### config.mk
export PLATFORM = sky130hd
export DESIGN_NAME = button_debounce
export DESIGN_NICKNAME = d
export VERILOG_FILES = /design/src/rtl/button_debounce.sv
export SDC_FILE = /design/constraint.sdc
export NUM_CORES = 1
export LEC_CHECK = 0
export CAP_MARGIN = 20
export CORE_MARGIN = 3
export CORE_UTILIZATION = 55
export CTS_CLUSTER_DIAMETER = 50
export DETAILED_ROUTE_END_ITERATION = 16
export HOLD_SLACK_MARGIN = 0.06
export PLACE_DENSITY = 0.74
export SLEW_MARGIN = 20
export SYNTH_ARGS = -nofsm -noshare
export SYNTH_HDL_FRONTEND = slang
export SYNTH_SLANG_ARGS = --single-unit
### constraint.sdc
create_clock -name i_clk -period 4.2 [get_ports i_clk]
set_input_delay 0.84 -clock i_clk [delete_from_list [all_inputs] [get_ports i_clk]]
set_output_delay 0.84 -clock i_clk [all_outputs]
set_load 0.005 [all_outputs]
### src/rtl/button_debounce.sv
// Push-button conditioner: two-flop synchroniser, debounce FSM, registered
// press/release/long-hold pulses, press toggle and 8-bit press counter.
module button_debounce #(
  parameter int p_debounce   = 250000,
  parameter int p_long       = 25000000,
  parameter bit p_active_low = 1'b1
) (
  input  logic       i_clk,
  input  logic       i_rst,
  input  logic       i_btn,
  output logic       o_level,
  output logic       o_press,
  output logic       o_release,
  output logic       o_long,
  output logic       o_toggle,
  output logic [7:0] o_count
);

  localparam int dw = $clog2(p_debounce) + 1;
  localparam int hw = $clog2(p_long) + 1;
  localparam logic [dw-1:0] d_zero = {dw{1'b0}};
  localparam logic [dw-1:0] d_one  = dw'(1);
  localparam logic [dw-1:0] d_last = dw'(p_debounce - 1);
  localparam logic [hw-1:0] h_zero = {hw{1'b0}};
  localparam logic [hw-1:0] h_one  = hw'(1);
  localparam logic [hw-1:0] h_sat  = hw'(p_long);
  localparam logic [hw-1:0] h_pre  = hw'(p_long - 2);

  typedef enum logic [1:0] {
    S_IDLE      = 2'd0,
    S_DEB_PRESS = 2'd1,
    S_HELD      = 2'd2,
    S_DEB_REL   = 2'd3
  } state_t;

  logic          sync1_r, sync2_r;
  state_t        state_r, state_s;
  logic [dw-1:0] d_r, d_s;
  logic [hw-1:0] h_r, h_s, h_inc_s;
  logic          long_done_r, long_done_s;
  logic          level_r, level_s;
  logic          press_r, press_s;
  logic          release_r, release_s;
  logic          long_r, long_s;
  logic          toggle_r, toggle_s;
  logic [7:0]    count_r, count_s;
  logic          pressed_s;
  logic          fire_long_s;

  assign pressed_s = sync2_r ^ p_active_low;

  // State, counter and output registers; synchroniser resets to the idle pad level
  always_ff @(posedge i_clk or posedge i_rst) begin
    if (i_rst) begin
      sync1_r     <= p_active_low;
      sync2_r     <= p_active_low;
      state_r     <= S_IDLE;
      d_r         <= d_zero;
      h_r         <= h_zero;
      long_done_r <= 1'b0;
      level_r     <= 1'b0;
      press_r     <= 1'b0;
      release_r   <= 1'b0;
      long_r      <= 1'b0;
      toggle_r    <= 1'b0;
      count_r     <= 8'd0;
    end else begin
      sync1_r     <= i_btn;
      sync2_r     <= sync1_r;
      state_r     <= state_s;
      d_r         <= d_s;
      h_r         <= h_s;
      long_done_r <= long_done_s;
      level_r     <= level_s;
      press_r     <= press_s;
      release_r   <= release_s;
      long_r      <= long_s;
      toggle_r    <= toggle_s;
      count_r     <= count_s;
    end
  end

  // Next-state and next-output logic for the debounce FSM
  always_comb begin
    state_s     = state_r;
    d_s         = d_r;
    h_s         = h_r;
    long_done_s = long_done_r;
    level_s     = level_r;
    toggle_s    = toggle_r;
    count_s     = count_r;
    press_s     = 1'b0;
    release_s   = 1'b0;
    long_s      = 1'b0;
    if (h_r < h_sat) begin
      h_inc_s = h_r + h_one;
    end else begin
      h_inc_s = h_r;
    end
    fire_long_s = (h_r == h_pre) && !long_done_r;

    case (state_r)
      S_IDLE: begin
        if (pressed_s) begin
          state_s = S_DEB_PRESS;
          d_s     = d_one;
        end else begin
          d_s = d_zero;
        end
      end
      S_DEB_PRESS: begin
        if (!pressed_s) begin
          state_s = S_IDLE;
          d_s     = d_zero;
        end else if (d_r == d_last) begin
          state_s     = S_HELD;
          d_s         = d_zero;
          h_s         = h_zero;
          long_done_s = 1'b0;
          level_s     = 1'b1;
          press_s     = 1'b1;
          toggle_s    = ~toggle_r;
          count_s     = count_r + 8'd1;
        end else begin
          d_s = d_r + d_one;
        end
      end
      S_HELD: begin
        h_s = h_inc_s;
        if (fire_long_s) begin
          long_s      = 1'b1;
          long_done_s = 1'b1;
        end else begin
          long_done_s = long_done_r;
        end
        if (!pressed_s) begin
          state_s = S_DEB_REL;
          d_s     = d_one;
        end else begin
          d_s = d_zero;
        end
      end
      S_DEB_REL: begin
        h_s = h_inc_s;
        if (fire_long_s) begin
          long_s      = 1'b1;
          long_done_s = 1'b1;
        end else begin
          long_done_s = long_done_r;
        end
        if (pressed_s) begin
          state_s = S_HELD;
          d_s     = d_zero;
        end else if (d_r == d_last) begin
          // A long pulse owns this edge; the release lands one cycle later
          if (fire_long_s) begin
            d_s = d_r;
          end else begin
            state_s   = S_IDLE;
            d_s       = d_zero;
            level_s   = 1'b0;
            release_s = 1'b1;
          end
        end else begin
          d_s = d_r + d_one;
        end
      end
      default: begin
        state_s = S_IDLE;
        d_s     = d_zero;
      end
    endcase
  end

  assign o_level   = level_r;
  assign o_press   = press_r;
  assign o_release = release_r;
  assign o_long    = long_r;
  assign o_toggle  = toggle_r;
  assign o_count   = count_r;

endmodule

== After elaboration in Yosys (flattened, before gate mapping) ==
Index checks and enable logic that the tools add are counted.

* Add/subtract/negate cells: 3
* $mul: 0
* Divide/modulo/power cells: 0
* Order comparisons: 1
* Eq/ne operators: 18
* Shifts and indexed selects: 0
* Mux-type cells: 39
* Bitwise operators: 2
* Reductions and logical operators: 11

{| class="wikitable"
|+ Operators with widths
! kind !! count
|-
| $mux 19 || 5
|-
| $mux 26 || 3
|-
| $pmux 19 s4 || 1
|-
| $pmux 26 s2 || 1
|-
| $add 26x1->26 const B || 1
|-
| $eq 26x25->1 const B || 1
|-
| $lt 26x25->1 const B || 1
|-
| $add 19x1->19 const B || 1
|-
| $eq 19x18->1 const B || 1
|-
| $mux 1 || 19
|-
| $mux 2 || 7
|-
| $ne 2x2->1 const B || 7
|-
| $ne 3x3->1 const B || 3
|-
| $add 8x1->8 const B || 1
|-
| $pmux 2 s4 || 1
|-
| $reduce_and 4->1 || 2
|-
| $reduce_and 6->1 || 1
|-
| $reduce_and 5->1 || 1
|-
| $eq 2x2->1 const B || 2
|-
| $ne 2x1->1 const B || 2
|-
| $ne 4x4->1 const B || 1
|-
| $pmux 1 s2 || 2
|-
| $reduce_bool 2->1 || 2
|-
| $reduce_and 3->1 || 1
|-
| other kinds (6) || 7
|}

* Register bits after elaboration: 63
* Bits in latches: 0
* Memory bits (writable): 0
* Bits in read-only memories: 0
* Bits of input ports: 3
* Word-level logic and storage cells: 86
* Memories kept: 0

== Longest topological paths before layout ==
Gate-level depths: netlist of run 1.

* Word-level depth: 6
* Mapped depth: 8

== Worst setup path before layout of run 1 ==
OpenSTA, ideal clock, no wires.

* Path type: register to register
* Start point: reg d_r[13]
* End point: reg d_r[11]
* Library setup time: 0.082 ns
* Arrival: 2.175 ns
* Required time: 4.118 ns
* Path slack: 1.943 ns
* Stages on the path, launching flop included: 7
* Path buffers: 1
* Path through: dfrtp_1 or4_4 nor4_4 nand3_4 or3_1 buf_6 a22oi_2

* Cells in the longest elaborated chain, start to end: 4
* Elaborated cells on any way between the ends: 7

{| class="wikitable"
|+ RTL lines
! item !! line !! source
|-
| start, declared || 38 || <nowiki>logic [dw-1:0] d_r, d_s;</nowiki>
|-
| start signal, assigned || 58 || <nowiki>d_r <= d_zero;</nowiki>
|-
| start signal, assigned || 71 || <nowiki>d_r <= d_s;</nowiki>
|-
| $eq 19x18->1 * || 115, 154 ||
|-
| $mux 19, on equally long branches || 154, 115 ||
|-
| $mux 19, on equally long branches || 151, 112 ||
|-
| $pmux 19 s4 || 102 || <nowiki>case (state_r)</nowiki>
|}

Mark *: on every way between the ends. The rest lies on a longest branch, timed or not.
A chain may end at the register's enable or synchronous reset.

== Worst setup path in the final report of run 1 ==
* Start point: reg d_r[13]
* End point: reg count_r[6] (netlist: o_count[6])

* Cells in the longest elaborated chain, start to end: 2

{| class="wikitable"
|+ RTL lines
! item !! line !! source
|-
| $eq 19x18->1 || 115 || <nowiki>end else if (d_r == d_last) begin</nowiki>
|-
| $reduce_and 3->1 (no source line) || n/a ||
|-
| end signal, assigned || 79 || <nowiki>count_r <= count_s;</nowiki>
|-
| end, declared || 46 || <nowiki>logic [7:0] count_r, count_s;</nowiki>
|}

Every way passes these cells.

==> results by group, run 1 <==
Worst setup path
  – Crit path kind: reg2reg
  – Worst path cell trace: or4_4 -> nor4_4 -> nand4_1 -> nor3_1 -> xor2_1
  – Crit path max fanout: 16
  – Nature of the critical path startpoint: register
  – Slowest stage delay, CP: 770 ps
  – R2R Setup Slk: 1220 ps
  – WP buf/inv: 0
  – CP delay by family, top: simple AND/OR/NAND/NOR gates
  – Worst Path Arrival: 3240 ps
  – Crit path capture type: register
  – CP required: 4460 ps
  – CP max stage cell: nand4_1

Floorplan
  – Area of the core: 5640 um2
  – Starting Density: 0.585
  – Io pins: 16
  – Die Wd: 83.4 um
  – Die Footprint: 6960 um2
  – Die height: 83.4 um
  – Row count: 27

Routing
  – Via count: 2730
  – Vias per cell: 6.20
  – Wire per inst: 16.0 um
  – Post-Route WL: 7.03 mm
  – Drt initial violations: 156
  – First-pass DRT Iterations: 5
  – DRC viols: 0
  – Post-DRT Antenna Nets: 0

STA
  – Period utilization: 0.709
  – Clk_skew: 9.26 ps
  – Final Hold Viols: 0
  – RSZ-0062 raised after global routing: no
  – Maximum clock rate: 336 MHz
  – Setup violators final: 0
  – Setup TNS: 0 ps
  – Slew @ Worst Pin: 825 ps
  – Clock period minus worst slack: 2980 ps
  – Slew Limit Fails: 0
  – Relative slew margins: 0.448

Pwr
  – Sequential Power Share: 0.510
  – Maximum vdd drop: 0.163 mV
  – Internal power: 949 uW
  – Leakage: 0.00152 uW
  – Sw Share: 0.212
  – Combinational share of power: 0.020
  – Net load switching power: 256 uW
  – Clock power share: 0.470
  – Pwr dens: 323 nW/um2

Final layout
  – Post-Route Utilization: 0.662
  – Multi-input logic area: 1610 um2
  – # diodes: 0
  – Fill cell count: 457
  – Sequential cell area: 1580 um2
  – Layout cell share with drive strength beyond 1: 0.0951
  – Synth-to-Final Area Change: 13.2%
  – Fin nets: 370

Synthesis
  – Mapped Nets: 350
  – Post-synth top flop: dfrtp_1
  – Sequential element share of the synthesized area: 0.479
  – Commonest cells post-synth: dfrtp_1 (61), nand2_1 (30), nor2_1 (25)
  – Async SR Flop Fraction: 1.00
  – Gate Count Post-Synth: 343
  – Avg Cell Area, Syn: 9.62 um2
  – Post-synth top area share: 0.463
  – Yosys top cell by area: dfrtp_1
  – #FFs+latches synth: 63
  – Area contributors post-synth: dfrtp_1 (46%), nand4_1 (3.8%), nand3_1 (3.5%), xnor2_1 (3.5%), nand2_1 (3.4%)
  – Synthesized area: 3300 um2
  – YS warnings: 0
  – Yosys cell types: 49
  – Number of synthesized flops with an enable pin: 0
  – Top-count cell post-synth: dfrtp_1

Clocking
  – Hold Buf Count CTS: 0
  – Root Driver: clkbuf_8
  – Later-pin clock latency in the skew report: 340 ps
  – CTS max path bufs: 2
  – Post-CTS Setup Inserts: 0
  – Clock sink count: 63
  – CTS resizes: 0
  – Htree depth: 3
  – CTS tree: yes
  – Clock-pin slew on the worst setup and hold paths: 70 ps
  – CTS Buf Count: 9

Run
  – # Max-Cap Violations: 0

GRT
  – Number of global-route vias before repair: 2576
  – Global route overflow: 0
  – Initial antenna violation count: 0
  – Pin count of the biggest net entering global routing: 33
  – Total GRT Usage: 0.215
  – First-pass GRT wire length: 12.2 mm

Place
  – I/O Buffers: 15
  – Final RePlAce weighted congestion: 0.823
  – Detailed Place HPWL: 4.70 mm

Min path
  – Hold Crit Class: reg2reg

Status
  – Status: finished clean
[layout by cell type (no fill, tap or decap), types with 3 or more instances in the layout]
| cell type | count |
|---|---|
| a21o_1 | 4 |
| nand2_1 | 30 |
| or4_1 | 12 |
| or2_2 | 3 |
| o21ai_0 | 17 |
| or3_1 | 9 |
| and4_1 | 6 |
| buf_4 | 5 |
| nand3_1 | 23 |
| nor2_1 | 25 |
| mux2i_1 | 3 |
| nand4_1 | 20 |
| o31ai_1 | 10 |
| and3_1 | 6 |
| nand2b_1 | 4 |
| inv_1 | 12 |
| o211ai_1 | 5 |
| nor4_1 | 5 |
| clkbuf_8 | 9 |
| xor2_1 | 10 |
| clkdlybuf4s50_1 | 15 |
| xnor2_1 | 13 |
| and2_1 | 3 |
| a21oi_1 | 17 |
| ha_1 | 4 |
| dfrtp_1 | 61 |
| nor3_1 | 8 |
[worst paths after layout]
kind	to	start	cells past startpoint
max	o_count[6]	d_r[13]	5
min in group asynchronous	o_release	i_rst	3
max in group asynchronous	h_r[14]	i_rst	3
max reg2reg	o_count[6]	d_r[13]	5
min	sync2_r	sync1_r	0
min reg2reg	sync2_r	sync1_r	0
[flip-flops by register name (all words and copies together), names as in the netlist, named ones only]
register / flops
state_r: 1
h_r: 26
sync2_r: 1
o_count: 8
d_r: 19
o_toggle: 1
sync1_r: 1
long_done_r: 1
o_long: 1
o_press: 1
o_level: 1
o_release: 1
[worst reg2reg max path, delay by kind of cell, from the launching register on]
family                    cells  cell delay [ps]
xor gates and xnor gates      1              180
DFF                           1              440
and+or+nand+nor               4             2310
[per-stage QoR]
stage               power, uW  cell area (um2)  std cells  hold slack, ps  setup WS [ps]
CTS                      1210             3730        440             362           1210
detailed placement        651             3520        424             350           1210
global route             1240             3730        440             366            988
finish                   1200             3730        440             361           1220
global placement          650             3520        424             346           1370
floorplan                 641             3300        343             345           1790
[cells by family after synthesis]
family,count (synthesis),synth area share
multiplexers,4,0.0125
AO/OA/AOI/OAI,64,0.126
AND/OR/NAND/NOR,161,0.275
flip-flops,63,0.479
adder cells (fa/ha/maj),4,0.0152
buffers and inverters,24,0.0319
XOR/XNOR,23,0.0611
[layout make-up]
cell class | instances | area share
sequential | 63 | 0.423
inverter | 13 | 0.0131
clock inverter | 6 | 0.0228
clock buffer | 10 | 0.0342
multi-input combinational | 256 | 0.432
tap | 72 | 0.0241
timing repair buffer | 20 | 0.0503
[power by group through the flow]
stage	combinational, uW	clock, uW	sequential (uW)
2_1_floorplan	17.6	0	624
3_3_place_gp	24.9	0	625
3_5_place_dp	25.0	0	626
4_1_cts	24.9	573	614
5_1_grt	28.1	599	614
6_report	23.9	566	614
[routing by layer]
layer / GRT usage / vias to the layer above / routed length, um
met5: 0 / - / 0
met4: 0.0921 / 0 / 150
met3: 0.0397 / 13 / 274
met2: 0.327 / 62 / 3260
met1: 0.304 / 1345 / 3350
li1: - / 1310 / -
Power figures use the tool's default switching activity.
==> inputs of run 2 (changes only) <==
Clock period 4.2 ns to 3 ns, I/O delays scaled along.
==> run 2 against run 1 <==
Clock skew decreased by 2.5 ps. Critical path depth unchanged. Clock power increased by 48%. Core utilization increased by 0.82 points. Sequential share of layout area decreased by 0.52 points. Combinational power increased by 44%. Non-clock buffer count increased by 2. Highest routed layer unchanged. Largest cell class unchanged.
==> results by group, run 2 (synthesis results as in run 1) <==
Status
  – Status: finished clean

STA
  – Maximum clock rate: 386 MHz (+15%)
  – Final worst slack: 408 ps (-813 ps)
  – Period utilization: 0.864 (+0.155)
  – RSZ-0062 raised after global routing: no
  – Clk_skew: 6.77 ps (-2.49 ps)
  – Slew @ Worst Pin: 607 ps (-218 ps)
  – Clock period minus worst slack: 2590 ps (-387 ps)
  – Final Hold Viols: 0 (unchanged)
  – Setup TNS: 0 ps (unchanged)
  – Relative slew margins: 0.594 (+0.145)
  – Slew Limit Fails: 0 (unchanged)
  – Setup violators final: 0 (unchanged)

Clocking
  – Clock sink count: 63 (unchanged)
  – Root Driver: clkbuf_8
  – CTS max path bufs: 2 (unchanged)
  – Later-pin clock latency in the skew report: 340 ps (about the same)
  – CTS Buf Count: 9 (unchanged)
  – Clock-pin slew on the worst setup and hold paths: 70 ps (about the same)
  – CTS resizes: 0 (unchanged)
  – Hold Buf Count CTS: 0 (unchanged)
  – Htree depth: 3 (unchanged)
  – Post-CTS Setup Inserts: 0 (unchanged)
  – CTS tree: yes

GRT
  – Pin count of the biggest net entering global routing: 61 (+85%)
  – Number of global-route vias before repair: 2652 (+3.0%)
  – Total GRT Usage: 0.214 (-0.000934)
  – First-pass GRT wire length: 12.1 mm (-0.51%)
  – Global route overflow: 0 (unchanged)
  – Initial antenna violation count: 0 (unchanged)

Final layout
  – Most common cell after layout, fill and taps aside: dfrtp_1
  – Layout cell share with drive strength beyond 1: 0.103 (+0.00759)
  – Max reg flops: 26 (unchanged)
  – Fill cell count: 443 (-3.1%)
  – Non-Filler Instances: 442 (+0.45%)
  – Fin nets: 372 (+0.54%)
  – # diodes: 0 (unchanged)
  – Biggest register: h_r
  – Most frequent cells in the layout: dfrtp_1 (61), nand2_1 (30), nor2_1 (25)
  – Synth-to-Final Area Change: 14.6%
  – Design area: 3780 um2 (+1.2%)

Place
  – Pre-CTS setup slack: 459 ps (-749 ps)
  – Detailed Place HPWL: 4.54 mm (-3.4%)
  – Placed cell areas: 3550 um2 (+0.78%)
  – Cells after DPL: 426 (+0.47%)
  – I/O Buffers: 15 (unchanged)
  – Final RePlAce weighted congestion: 0.859 (+4.4%)

Routing
  – Via count: 2685 (-1.6%)
  – Drt initial violations: 137 (-12%)
  – DRC viols: 0 (unchanged)
  – Vias per cell: 6.07 (-2.1%)
  – Post-Route WL: 6.91 mm (-1.7%)
  – Wire per inst: 15.6 um (-2.2%)
  – First-pass DRT Iterations: 4 (-1)
  – Post-DRT Antenna Nets: 0 (unchanged)

Worst setup path
  – Crit path capture type: register
  – Nature of the critical path startpoint: register
  – Crit path kind: reg2reg
  – Crit path max fanout: 12 (-4)
  – Worst Path Arrival: 2820 ps (-420 ps)
  – CP required: 3230 ps (-1230 ps)

Run
  – # Max-Cap Violations: 0 (unchanged)

Floorplan
  – Row count: 27 (unchanged)
  – Die height: 83.4 um (unchanged)
  – Starting Density: 0.585 (unchanged)
  – Die Wd: 83.4 um (unchanged)
  – Die Footprint: 6960 um2 (unchanged)
  – Area of the core: 5640 um2 (unchanged)
  – Io pins: 16 (unchanged)

Pwr
  – Pwr dens: 458 nW/um2 (+42%)
  – Leakage: 0.00154 uW (+1.5%)
  – Maximum vdd drop: 0.364 mV (+120%)

Min path
  – Hold Crit Class: reg2reg
==> run 2: final timing paths <==
| check | startpoint | endpoint | slack (ps) | cells past startpoint |
|---|---|---|---|---|
| min | sync1_r | sync2_r | 360 | 0 |
| max | d_r[13] | h_r[7] | 410 | 5 |
| max in group asynchronous | i_rst | sync2_r | 2020 | 3 |
| max reg2reg | d_r[13] | h_r[7] | 410 | 5 |
| min reg2reg | sync1_r | sync2_r | 360 | 0 |
| min in group asynchronous | i_rst | o_count[7] | 440 | 2 |
==> run 2: routing by layer <==
metal	global-route usage	vias up	share of wire
li1	-	1311	-
met1	0.289	1299	0.47
met2	0.329	63	0.47
met3	0.0536	12	0.042
met5	0	-	0
met4	0.0936	0	0.020
==> run 2: report_power, final <==
group          internal [uW]  switching, uW
clock                    511            326
sequential               854           5.82
combinational           10.0           24.4
total                   1380            357
==> run 2: area by class of cell <==
class | count | area (um2) | share of cell area
Sequential cell | 63 | 1580 | 0.418
Clock buffer | 11 | 151 | 0.0401
Clock inverter | 5 | 80.1 | 0.0212
Tap cell | 72 | 90.1 | 0.0238
Inverter | 13 | 48.8 | 0.0129
Timing Repair Buffer | 22 | 215 | 0.0570
Multi-Input combinational cell | 256 | 1610 | 0.427
==> run 2: critical path, stage by stage, from the launching register on <==
cell and delay, ps:
dfrtp_1 440, or4_4 570, nor4_4 520, and4_1 570, nor2_1 90, mux2_2 280
==> run 2: per-stage QoR <==
| step | hold WS (ps) | util | power [uW] |
|---|---|---|---|
| 6_report | 359 | 0.670 | 1730 |
| 5_1_grt | 367 | 0.670 | 1790 |
| 4_1_cts | 361 | 0.670 | 1750 |
| 3_5_place_dp | 350 | 0.629 | 912 |
| 3_3_place_gp | 346 | 0.629 | 911 |
| 2_1_floorplan | 345 | - | 898 |
==> variant 1 (config.mk and constraints of run 1) <==
`p_debounce`: 250000 -> 500000.
--- a/src/rtl/button_debounce.sv
+++ b/src/rtl/button_debounce.sv
@@ -1,7 +1,7 @@
 // Push-button conditioner: two-flop synchroniser, debounce FSM, registered
 // press/release/long-hold pulses, press toggle and 8-bit press counter.
 module button_debounce #(
-  parameter int p_debounce   = 250000,
+  parameter int p_debounce   = 500000,
   parameter int p_long       = 25000000,
   parameter bit p_active_low = 1'b1
 ) (
Formal check against the unedited RTL: same outputs for any inputs over 10 cycles, from zero or initial values and one cycle with i_rst high; that may be too few to reach the edited logic, so the function may still have changed.
==> variant 1 against run 1 <==
  * Routed wire length decreased by 5.6%
  * Via count decreased by 6.5%
  * Largest cell class is now registers
  * Sequential cell count increased by 1
  * Non-clock buffer count decreased by 4
  * Worst setup slack improved by 0.62 ns
  * Power increased by 1.1%
  * Synthesized area decreased by 0.91%
  * Synthesized cell count decreased by 1.5%
  * Design area decreased by 1.3%
==> variant 1: results (changes against run 1) <==
- The routing usage on met3 came to 6.25% (+2.3 points).
- By count the netlist is led by sky130_fd_sc_hd__dfrtp_1, sky130_fd_sc_hd__nand2_1, sky130_fd_sc_hd__nand3_1, sky130_fd_sc_hd__o21ai_0, sky130_fd_sc_hd__a21oi_1.
- The final-layout clock buffer total is 11 (+1).
- The maximum VDD drop came to 277 uV (+70%).
- The length of routed wiring on met1 is 3050 um (-9.0%).
- The count of multi-input gates is 255 (-0.39%).
- The xor-xnor portion of the synthesized cell area is 6.43% (+0.32 points).
- The worst-case setup slack after placement came to 1.83 ns (+0.621 ns).
- The fill cell total of the finished layout is 443 (-3.1%).
- The worst path arrival time came to 2.61 ns (-0.63 ns).
- Yosys attributes the largest share of cell area to sky130_fd_sc_hd__dfrtp_1, sky130_fd_sc_hd__nand3_1, sky130_fd_sc_hd__o21ai_0, sky130_fd_sc_hd__nand2_1, sky130_fd_sc_hd__xnor2_1.
- The total design power is 1220 uW (+1.1%).
- The register fraction of the total cell area is 43.6% (+1.3 points).
- The sequential-to-total area share from yosys stat is 49.1% (+1.2 points).
- The routed length on met2 is 3250 um (-0.40%).
- The design internal power is 961 uW (+1.3%).
- The first-pass GRT wire length was 11600 um (-4.5%).
- The flow ran to the end, and the final reports show no timing, DRC or antenna violations.
- The flip-flop and latch power is 623 uW (+1%).
- The total track usage is 20.6% (-0.90 points).
- The buffer count excluding the clock tree in the final layout was 16 (-20%).
- The synthesized netlist net count is 345 (-1.4%).
- The worst-path cell with the longest stage delay is sky130_fd_sc_hd__nand2_1.
- The HPWL reported at the end of detailed placement is 4600 um (-2.2%).
- The proportion of power drawn by the clock network came to 46.8% (-0.2 points).
- The static leakage was 0.00152 uW (about the same).
- The synthesized netlist cell count is 338 (-1.5%).
- The total length of routed met3 wires is 254 um (-7.3%).
- The number of ordinary inverters in the final layout was 10 (-3).
- The iteration count of the initial detailed-routing pass is 4 (-1).
- The clock network area share is 5.78% (+0.077 points).
- The non-filler instance count after layout is 433 (-1.6%).
- The via count of the first global-routing pass is 2477 (-3.8%).
- In this run the worst setup path begins at d_r[0].
- The largest clock skew in the final design is 0.0138 ns (+0.00454 ns).
- The fraction of synthesized area in multiplexers is 0.613% (-0.64 points).
- The footprint of the multi-input gates is 1580 um2 (-2.1%).
- The pin count of the biggest net entering global routing is 40 (+21%).
- The number of placed instances, taps included is 417 (-1.7%).
==> variant 1: changes by cell type after synthesis, moves of 4 or more <==
cell,delta
sky130_fd_sc_hd__nor2_1,-6
sky130_fd_sc_hd__or3_1,+9
sky130_fd_sc_hd__o21ai_0,+9
sky130_fd_sc_hd__o31ai_1,-6
sky130_fd_sc_hd__a21oi_1,+5
sky130_fd_sc_hd__nand4_1,-4
sky130_fd_sc_hd__or4_1,-12
sky130_fd_sc_hd__nor4_1,-4
==> variant 1: path summary, 6_finish.rpt <==
kind	to	slack (ns)	cells after the start
min in group asynchronous	d_r[3]	0.97	2
worst min-delay path	sync2_r	0.36	0
worst max register to register	o_count[7]	1.84	6
max in group asynchronous	sync2_r	2.36	3
worst max-delay path	o_count[7]	1.84	6
worst min register to register	sync2_r	0.36	0
==> variant 2 (config.mk and constraints of run 1) <==
Without the edit above. The 4 states of `state_t` get a one-hot encoding in 4 bits.
--- a/src/rtl/button_debounce.sv
+++ b/src/rtl/button_debounce.sv
@@ -26,11 +26,11 @@
   localparam logic [hw-1:0] h_sat  = hw'(p_long);
   localparam logic [hw-1:0] h_pre  = hw'(p_long - 2);
 
-  typedef enum logic [1:0] {
-    S_IDLE      = 2'd0,
-    S_DEB_PRESS = 2'd1,
-    S_HELD      = 2'd2,
-    S_DEB_REL   = 2'd3
+  typedef enum logic [3:0] {
+    S_IDLE      = 4'b0001,
+    S_DEB_PRESS = 4'b0010,
+    S_HELD      = 4'b0100,
+    S_DEB_REL   = 4'b1000
   } state_t;
 
   logic          sync1_r, sync2_r;
Check against the original RTL: no difference found for any inputs over 10 cycles, from zero or initial values and one cycle with i_rst high; not proved beyond that.
==> variant 2 against run 1 <==
  * Routed wire length rose by 4.9%
  * Design area rose by 4.1%
  * Critical endpoint is now h_r[6]
  * Fmax rose by 15%
  * Synthesized area rose by 5.0%
  * Core utilization fell by 1.7 points
  * First-iteration DRC count rose by 33%
  * Sequential cell count rose by 2
  * Worst setup slack improved by 0.39 ns
  * Cell count rose by 3.9%
  * Hold slack got worse by 0.0027 ns
Power is not compared: it rests on default switching activity, and its combinational part moved more than twofold at a synthesized area within 25%.
==> variant 2: results (changes against run 1) <==
- The run finished with clean final reports.
- Ranked by total cell area, the synthesized netlist is headed by sky130_fd_sc_hd__dfrtp_1, sky130_fd_sc_hd__nand2_1, sky130_fd_sc_hd__xnor2_1, sky130_fd_sc_hd__a21oi_1, sky130_fd_sc_hd__o31ai_1.
- The number of distinct library cells after synthesis was 56 (+14%).
- The iteration count of the initial detailed-routing pass is 4 (-1).
- The fraction of registers with async set/reset is 100% (unchanged).
- The number of placed instances, taps included is 441 (+4.0%).
- The placed cell area came to 3670 um2 (+4.4%).
- The per-instance average area after synthesis is 9.62 um2 (about the same).
- The endpoint of the worst setup timing path is h_r[6].
- The total clock buffers created by CTS is 9 (unchanged).
- The clock-pin slew reported for the worst setup and hold paths after clock tree synthesis came to 0.07 ns (about the same).
- The via count of the first global-routing pass is 2655 (+3.1%).
- The pin count of the biggest net entering global routing is 40 (+21%).
- The DRC violations left is 0 (unchanged).
- The worst reg-to-reg setup slack came to 1.61 ns (+0.39 ns).
- The total track usage is 21.7% (+0.23 points).
- The count of buffers from port buffering is 15 (unchanged).
- The sequential-to-total area share from yosys stat came to 47.1% (-0.80 points).
- The antenna cell count is 0 (unchanged).
- The first-pass GRT wire length is 12600 um (+3.3%).
- The HPWL reported at the end of detailed placement was 4920 um (+4.6%).
- The fraction of final layout cells sized beyond drive strength 1 is 9.69% (+0.17 points).
- The post-detailed-routing wire length is 7380 um (+4.9%).
- The highest clock frequency the design can meet is 386 MHz (+15%).
- The fill cell total of the finished layout is 488 (+6.8%).
- The routed via count divided by cell count is 6.15 (-0.86%).
- For hold timing, the worst endpoint is sync2_r.
- The number of nets in the layout is 384 (+3.8%).
- The final weighted congestion in routability-driven placement came to 0.821 (-0.26%).
- The routed wire length per instance is 16.2 um (+1.0%).
- The largest fanout of any net on the critical path is 13 (-3).
- The slew of the pin with the lowest slew margin came to 0.769 ns (-0.0566 ns).
- The worst-case setup slack after placement is 1.53 ns (+0.324 ns).
- The final hold slack was 0.359 ns (-0.00267 ns).
- The largest clock skew in the final design is 0.00706 ns (-0.00221 ns).
- The violation count after the first detailed-route iteration is 207 (+33%).
- The highest cell delay on the worst timing path came to 0.57 ns (-0.20 ns).
- The synthesized netlist net count is 367 (+4.9%).
- The worst-path cell with the longest stage delay is sky130_fd_sc_hd__nor3_2.
- The commonest cells after synthesis are sky130_fd_sc_hd__dfrtp_1, sky130_fd_sc_hd__nand2_1, sky130_fd_sc_hd__a21oi_1.
- Tracing the worst setup path back leads to its startpoint at d_r[4].
- The worst path arrival time is 2.82 ns (-0.42 ns).
- The clock reaches the later pin of the worst-skew pair after 0.35 ns.
- For this design the static power due to leakage is 0.00151 uW.
- The launch point of the worst reg-to-reg path is d_r[4].
- The final antenna-violating net count is 0 (unchanged).
- The total design power is 1380 uW.
variant 2: final cells by class:
type                    instances  area (um2)  share of cell area [%]
flip-flops and latches         65        1630                    42.0
repair buffers                 18         173                    4.44
multi-input cells             273        1750                    44.9
inverters                      10        37.5                   0.966
well taps                      75        93.8                    2.41
clock buffers                  10         138                    3.54
clock inverters                 6        67.6                    1.74
variant 2: per-layer routing:
| layer | vias up | global-route usage, % | part of all wire [%] |
|---|---|---|---|
| li1 | 1377 | - | - |
| met1 | 1362 | 30.8 | 50 |
| met2 | 64 | 32.3 | 44 |
| met3 | 8 | 5.24 | 4.3 |
| met4 | 0 | 8.63 | 1.2 |
| met5 | - | 0 | 0 |
variant 2: cells by family (layout without fill, tap and decap cells):
family,Yosys count,in the layout,synth area share [%]
xor gates and xnor gates,21,21,5.53
buffers and inverters,22,44,2.67
DFF,65,65,47.1
adders and majority gates,4,4,1.45
muxes,4,4,1.16
and+or+nand+nor,171,171,28.6
AOI/OAI and AO/OA,73,73,13.5
